<file path="src/rtl/wb_pwm_capture_pkg.sv">
// Shared types and constants for the PWM capture block: FSM states,
// register addresses and STATUS bit positions.
package wb_pwm_capture_pkg;

    typedef enum logic [1:0] {
        IDLE,
        HIGH,
        LOW
    } state_t;

    localparam logic [1:0] ADR_HIGH   = 2'd0;
    localparam logic [1:0] ADR_PERIOD = 2'd1;
    localparam logic [1:0] ADR_STATUS = 2'd2;

    localparam int ST_VALID = 0;
    localparam int ST_OVF   = 1;
    localparam int ST_LEVEL = 2;
    localparam int ST_IEN   = 3;

endpackage

</file>
<file path="src/rtl/wb_pwm_capture_if.sv">
// Wishbone B4 pipelined register bus used by the PWM capture block.
interface wb_pwm_capture_if #(
    parameter int BITS = 8
);
    logic            wb_stb_i;
    logic            wb_we_i;
    logic [1:0]      wb_adr_i;
    logic [BITS-1:0] wb_dat_i;
    logic [BITS-1:0] wb_dat_o;
    logic            wb_ack_o;
    logic            wb_stall_o;

    modport slave (
        input  wb_stb_i, wb_we_i, wb_adr_i, wb_dat_i,
        output wb_dat_o, wb_ack_o, wb_stall_o
    );

    modport master (
        output wb_stb_i, wb_we_i, wb_adr_i, wb_dat_i,
        input  wb_dat_o, wb_ack_o, wb_stall_o
    );
endinterface

</file>
<file path="src/rtl/wb_pwm_capture_edge_sync.sv">
// Two-flop synchronizer for the asynchronous PWM input plus a delay flop
// for single-cycle rise/fall pulses.
module pwm_edge_sync (
    input  logic wb_clk_i,
    input  logic wb_rst_i,
    input  logic pwm_in,
    output logic level,
    output logic rise,
    output logic fall
);
    logic meta_q;
    logic sync_q;
    logic dly_q;

    always_ff @(posedge wb_clk_i) begin
        if (!wb_rst_i) begin
            meta_q <= 1'b0;
            sync_q <= 1'b0;
            dly_q  <= 1'b0;
        end else begin
            meta_q <= pwm_in;
            sync_q <= meta_q;
            dly_q  <= sync_q;
        end
    end

    assign level = sync_q;
    assign rise  = sync_q & ~dly_q;
    assign fall  = ~sync_q & dly_q;
endmodule

</file>
<file path="src/rtl/wb_pwm_capture.sv">
// PWM input capture: measures high time and period of pwm_in in clock cycles
// and exposes them on a Wishbone slave. Optional irq_o via WB_PWM_CAPTURE_IRQ_EN.
//
// state | meaning
// IDLE  | waiting for a rise; partial periods are ignored
// HIGH  | counting cycles while the synchronized input is 1
// LOW   | counting cycles while the synchronized input is 0
module wb_pwm_capture
    import wb_pwm_capture_pkg::*;
#(
    parameter int BITS = 8
) (
    input  logic                   wb_clk_i,
    input  logic                   wb_rst_i,
    wb_pwm_capture_if.slave        wb,
    input  logic                   pwm_in
`ifdef WB_PWM_CAPTURE_IRQ_EN
    ,
    output logic                   irq_o
`endif
);
    localparam logic [BITS-1:0] CNT_MAX = '1;

    logic            level, rise, fall;
    state_t          state;
    logic [BITS-1:0] cnt;
    logic [BITS-1:0] high_snap;
    logic [BITS-1:0] high_reg;
    logic [BITS-1:0] period_reg;
    logic [BITS-1:0] period_shadow;
    logic            valid;
    logic            ovf;
    logic            ien;
    logic            st_wr;
    logic [BITS-1:0] status_word;
    logic [BITS-1:0] rd_mux;
    logic            unused_dat;

    pwm_edge_sync u_sync (
        .wb_clk_i (wb_clk_i),
        .wb_rst_i (wb_rst_i),
        .pwm_in   (pwm_in),
        .level    (level),
        .rise     (rise),
        .fall     (fall)
    );

    assign st_wr      = wb.wb_stb_i & wb.wb_we_i & (wb.wb_adr_i == ADR_STATUS);
    assign unused_dat = ^wb.wb_dat_i;

    // Software W1C is applied first so that a hardware set later in the block wins.
    // In HIGH the saturation check precedes the fall check: a fall at CNT_MAX
    // would push the period count past the counter width.
    always_ff @(posedge wb_clk_i) begin
        if (!wb_rst_i) begin
            state      <= IDLE;
            cnt        <= '0;
            high_snap  <= '0;
            high_reg   <= '0;
            period_reg <= '0;
            valid      <= 1'b0;
            ovf        <= 1'b0;
        end else begin
            if (st_wr && wb.wb_dat_i[ST_VALID]) valid <= 1'b0;
            if (st_wr && wb.wb_dat_i[ST_OVF])   ovf   <= 1'b0;
            case (state)
                IDLE: begin
                    if (rise) begin
                        cnt   <= BITS'(1);
                        state <= HIGH;
                    end
                end
                HIGH: begin
                    if (cnt == CNT_MAX) begin
                        ovf   <= 1'b1;
                        state <= IDLE;
                    end else if (fall) begin
                        high_snap <= cnt;
                        cnt       <= cnt + 1'b1;
                        state     <= LOW;
                    end else begin
                        cnt <= cnt + 1'b1;
                    end
                end
                LOW: begin
                    if (rise) begin
                        high_reg   <= high_snap;
                        period_reg <= cnt;
                        valid      <= 1'b1;
                        cnt        <= BITS'(1);
                        state      <= HIGH;
                    end else if (cnt == CNT_MAX) begin
                        ovf   <= 1'b1;
                        state <= IDLE;
                    end else begin
                        cnt <= cnt + 1'b1;
                    end
                end
                default: state <= IDLE;
            endcase
        end
    end

    always_comb begin
        status_word           = '0;
        status_word[ST_VALID] = valid;
        status_word[ST_OVF]   = ovf;
        status_word[ST_LEVEL] = level;
        status_word[ST_IEN]   = ien;
    end

    always_comb begin
        rd_mux = '0;
        case (wb.wb_adr_i)
            ADR_HIGH:   rd_mux = high_reg;
            ADR_PERIOD: rd_mux = period_shadow;
            ADR_STATUS: rd_mux = status_word;
            default:    rd_mux = '0;
        endcase
    end

    always_ff @(posedge wb_clk_i) begin
        if (!wb_rst_i) begin
            wb.wb_ack_o   <= 1'b0;
            wb.wb_dat_o   <= '0;
            period_shadow <= '0;
        end else begin
            wb.wb_ack_o <= wb.wb_stb_i;
            wb.wb_dat_o <= (wb.wb_stb_i && !wb.wb_we_i) ? rd_mux : '0;
            if (wb.wb_stb_i && !wb.wb_we_i && wb.wb_adr_i == ADR_HIGH)
                period_shadow <= period_reg;
        end
    end

`ifdef WB_PWM_CAPTURE_IRQ_EN
    always_ff @(posedge wb_clk_i) begin
        if (!wb_rst_i) begin
            ien   <= 1'b0;
            irq_o <= 1'b0;
        end else begin
            if (st_wr) ien <= wb.wb_dat_i[ST_IEN];
            irq_o <= ien & (valid | ovf);
        end
    end
`else
    assign ien = 1'b0;
`endif

    assign wb.wb_stall_o = 1'b0;
endmodule

</file>
<file path="src/flat_wrapper.sv">
// flat-port wrapper written by rule: the top's interface ports become plain ports
module wb_pwm_capture_flat import wb_pwm_capture_pkg::*;
#(
    parameter int BITS = 8
)
  (wb_clk_i, wb_rst_i, pwm_in, wb_wb_stb_i, wb_wb_we_i, wb_wb_adr_i, wb_wb_dat_i, wb_wb_dat_o, wb_wb_ack_o, wb_wb_stall_o);
  wb_pwm_capture_if #(.BITS(BITS)) wb_i ();
  input  logic wb_clk_i;
  input  logic wb_rst_i;
  input  logic pwm_in;
  input wire logic [$bits(wb_i.wb_stb_i)-1:0] wb_wb_stb_i;
  input wire logic [$bits(wb_i.wb_we_i)-1:0] wb_wb_we_i;
  input wire logic [$bits(wb_i.wb_adr_i)-1:0] wb_wb_adr_i;
  input wire logic [$bits(wb_i.wb_dat_i)-1:0] wb_wb_dat_i;
  output wire logic [$bits(wb_i.wb_dat_o)-1:0] wb_wb_dat_o;
  output wire logic [$bits(wb_i.wb_ack_o)-1:0] wb_wb_ack_o;
  output wire logic [$bits(wb_i.wb_stall_o)-1:0] wb_wb_stall_o;
  assign wb_i.wb_stb_i = wb_wb_stb_i;
  assign wb_i.wb_we_i = wb_wb_we_i;
  assign wb_i.wb_adr_i = wb_wb_adr_i;
  assign wb_i.wb_dat_i = wb_wb_dat_i;
  assign wb_wb_dat_o = wb_i.wb_dat_o;
  assign wb_wb_ack_o = wb_i.wb_ack_o;
  assign wb_wb_stall_o = wb_i.wb_stall_o;
  wb_pwm_capture #(.BITS(BITS)) u_core (.wb_clk_i(wb_clk_i), .wb_rst_i(wb_rst_i), .wb(wb_i), .pwm_in(pwm_in));
endmodule
</file>
<file path="config.mk">
export PLATFORM = sky130hd
export DESIGN_NAME = wb_pwm_capture_flat
export DESIGN_NICKNAME = d
export VERILOG_FILES = /design/src/rtl/wb_pwm_capture_pkg.sv /design/src/rtl/wb_pwm_capture_if.sv /design/src/rtl/wb_pwm_capture_edge_sync.sv /design/src/rtl/wb_pwm_capture.sv /design/src/flat_wrapper.sv
export SDC_FILE = /design/constraint.sdc
export NUM_CORES = 1
export LEC_CHECK = 0
export ABC_AREA = 1
export CORE_ASPECT_RATIO = 0.7
export CORE_UTILIZATION = 38
export CTS_BUF_LIST = sky130_fd_sc_hd__clkbuf_4 sky130_fd_sc_hd__clkbuf_8 sky130_fd_sc_hd__clkbuf_16
export DETAILED_ROUTE_END_ITERATION = 16
export RECOVER_POWER = 100
export SYNTH_ARGS = -nofsm -noshare
export SYNTH_HDL_FRONTEND = slang
export SYNTH_SLANG_ARGS = --single-unit
export TNS_END_PERCENT = 1
</file>
<file path="constraint.sdc">
create_clock -name wb_clk_i -period 1.4 [get_ports wb_clk_i]
set_input_delay 0.21 -clock wb_clk_i [delete_from_list [all_inputs] [get_ports wb_clk_i]]
set_output_delay 0.21 -clock wb_clk_i [all_outputs]
set_load 0.01 [all_outputs]
</file>
==> impl_summary.txt <==
----------------------------------------------------
[Critical path]
  Critical path capture point type ... flop
  Biggest cell delay along the critical path ... 0.37 ns
  Data required time of the critical path ... around 1.6 ns
  Slowest stage cell on the critical path ... dfxtp_2
  Critical path arrival ... 1.60 ns
  Buffers plus inverters on the worst setup path ... 2
  CP delay by family, top ... simple AND/OR/NAND/NOR gates
  CP cell instances ... ha_4 > nand2_4 > nor2_4 > nand2_4 > buf_6 > buf_6 > nand2_2 > nand3_2 > nand2_2 > a21oi_2
  Maximum fanout encountered on the critical timing path ... 5
  Critical path start-end classification ... flop to flop
  Critical path startpoint category ... flop

[Global routing]
  Most congested layer reported by global routing ... met1
  Global-route usage over all layers ... 16.9%
  Vias in the first global route ... roughly 1800
  Initial antenna violation count ... 0
  Largest net degree at the start of global routing ... 40
  Met2 usage ... 24.2%
  Overflow after GRT ... 0
  Global-route wire length before repair ... 8.22 mm
  Met3 usage in global routing ... 4.44%
  GR Util met1 ... 24.7%

[Synthesis]
  Synthesized area per cell ... ~7.6 um2
  Yosys warnings ... 0
  Instance count of the mapped netlist ... 311
  Ranking of synthesized cells by area ... dfxtp_1 (47%), nand2_1 (9.7%), a21oi_1 (8.3%)
  Cell taking the most area after synthesis ... dfxtp_1
  Post-synthesis sequential element count ... 56
  Post-Synthesis Cell Area ... ~2400 um2
  Net count after synthesis ... between 300 and 400
  Unique cell type count in the Yosys netlist ... 27
  Share of the synthesized area in the top cell type ... 47.5%
  Share of synthesized area occupied by flip-flops and latches ... between 40% and 50%

[Flow run]
  Total of max-cap violations ... 0

[Placement]
  Total placed instance area ... 2740 um2
  Total placed cells including tap cells ... between 400 and 500
  Count of buffers inserted at the top-level ports ... 17
  Placed wire-length estimate ... between 3 and 4 mm
  Post-Place Worst Slack ... -0.0637 ns
  Final GP Congestion ... about 0.76

[Clocking]
  Count of H-tree levels built during CTS ... 2
  Largest buffer count on any clock path ... 2
  Clock slew seen by the registers of the worst setup and hold paths ... around 0.11 ns
  Number of buffers created by CTS ... 5
  Cts hold-fix bufs ... 0
  TritonCTS clock tree ... done
  Count of clock tree sinks ... 56
  Cell at the root of the clock tree ... clkbuf_8
  Later-pin clock latency in the skew report ... 0.32 ns

[Cells and area]
  Layout-stage area growth over the synthesis result ... 30.5%
  Fin area ... 3080 um2
  Count of placed standard cells in the final layout, fillers left out ... between 400 and 500
  Area taken by flip-flops and latches ... 1130 um2
  # fillers ... between 500 and 600
  Util after Layout ... between 50% and 60%
  Share of post-route cells with drive strength above 1 ... 23.4%
  Diodes inserted ... 0
  Total Nets Final ... ~370
  Area taken by multi-input logic gates ... 1140 um2

[Status]
  Status ... completed

[Power]
  P per Cell Area ... 1410 nW/um2
  Maximum vdd ir drop ... 0.00117 V
  Portion of total power attributed to the clock network ... 21.5%
  Reported net switching power ... 1.53 mW
  Leakage power ... 1.42 nW
  Share of total power in combinational logic ... 37.4%
  Power share of the sequential group ... 41.1%
  Switching power share of the total ... 35.2%
  Internal power contribution ... about 2.8 mW

[Die]
  Number of rows in the core area ... 23
  Overall die width ... 96.2 um
  Die footprint ... 6540 um2
  Core area ... 5870 um2
  Die Y-Extent ... ~70 um
  Initial Util ... 40.2%
  Ports placed on the boundary ... 25

[STA]
  Post-layout min period ... 1.39 ns
  Part of the cycle the worst path needs ... 99.4%
  Worst-case setup margin in the final layout ... 0.00815 ns
  Highest Clock Rate ... 718 MHz
  Setup repair after global routing missed its margin ... yes
  Setup TNS ... 0 ns
  Max Slew Vio Count ... 0
  Hold Violations, Final ... 0
  Worst-case clock skew ... 0.0120 ns
  Final setup violation count ... 0

[Route]
  Vias per cell ... 4.71
  Remaining antenna violation count after routing ... 0
  Vias after detailed routing ... roughly 2000
  Number of DRC markers in iteration 0 ... 74
  Detailed-route DRC error count ... 0
  Total length of routed wires ... 5.56 mm
  Wirelength per Cell ... about 13 um
  Number of optimization iterations in the first detailed-route pass ... 4

[Min path]
  Hold/Removal Path Class ... flop to flop

----------------------------------------------------
path summary, 6_finish.rpt:
path | startpoint | to | slack, ns | cells after the start
min reg2reg | u_core.u_sync.meta_q | u_core.u_sync.level | 0.43 | 2
max reg2reg | u_core.cnt[1] | u_core.cnt[0] | 0.008 | 10
min | u_core.u_sync.meta_q | u_core.u_sync.level | 0.43 | 2
max | u_core.cnt[1] | u_core.cnt[0] | 0.008 | 10
repair_timing:
item,in CTS,in global routing
pin swaps,0,10
gates resized for setup,5,56
buffers inserted,0,8
setup endpoints to repair,12,39
cloned,0,1
cell families (layout without fill, tap and decap cells):
kind of cell	after synthesis	count (layout)	synth area share, %
adder cells (fa/ha/maj)	5	5	2.65
AO/OA/AOI/OAI	74	74	16.1
flip-flops	56	56	47.5
XOR/XNOR	1	1	0.371
other	1	1	0.159
buffers and inverters	58	101	10.4
AND/OR/NAND/NOR	116	117	22.9
cells in the mapped netlist, drive strengths merged:
cell	instances
nor2	23
nand2	65
ha	5
nand3	19
nand3b	1
nand4	4
inv	48
a21oi	41
conb	1
dfxtp	56
a21boi	1
buf	6
nor3b	1
o21ai	32
clkbuf	4
xor2	1
nor3	3
layout make-up:
| class | count | share of cell area, % |
|---|---|---|
| multi-input combinational | 198 | 37.1 |
| tap | 75 | 3.04 |
| timing repair buffer | 45 | 14.1 |
| clock buffer | 5 | 2.23 |
| sequential | 56 | 36.7 |
| clock inverter | 3 | 0.812 |
| inverter | 48 | 6.01 |
cells in the final DEF, fill, tap and decap left out, types with 4 or more instances in the layout:
cell type / count
nand2_1: 55
dfxtp_1: 51
inv_1: 40
a21oi_1: 37
o21ai_0: 25
buf_4: 23
nor2_1: 17
nand3_1: 13
dlymetal6s2s_1: 8
o21ai_1: 7
clkdlybuf4s50_1: 7
inv_2: 6
nand2_2: 6
nand3_2: 5
clkbuf_8: 5
nand2_4: 4
nor2_4: 4
nand4_1: 4
a21oi_2: 4
ha_4: 4
worst register-to-register path, stage by stage, from the launching register on:
cell,delay [ns]
dfxtp_2,0.37
ha_4,0.15
nand2_4,0.06
nor2_4,0.15
nand2_4,0.08
buf_6,0.13
buf_6,0.11
nand2_2,0.05
nand3_2,0.06
nand2_2,0.08
a21oi_2,0.05
per-stage QoR:
stage,power [mW],hold WS (ns)
after CTS,3.84,0.426
after global placement,2.88,0.409
after detailed placement,2.89,0.407
after global routing,4.60,0.421
after floorplan,2.53,0.308
final,4.36,0.426
power groups by stage:
| stage | Clock (mW) | Sequential [mW] | Combinational, mW |
|---|---|---|---|
| after floorplan | 0 | 1.78 | 0.749 |
| after global placement | 0 | 1.77 | 1.11 |
| after detailed placement | 0 | 1.78 | 1.12 |
| after CTS | 0.962 | 1.75 | 1.13 |
| after global routing | 1.02 | 1.80 | 1.77 |
| final | 0.939 | 1.79 | 1.63 |
routing by layer:
layer,vias up,part of all wire [%]
li1,1081,-
met1,890,53
met3,4,5.8
met5,-,0
met2,52,41
met4,0,0.76
(Power assumes the default switching activity.)
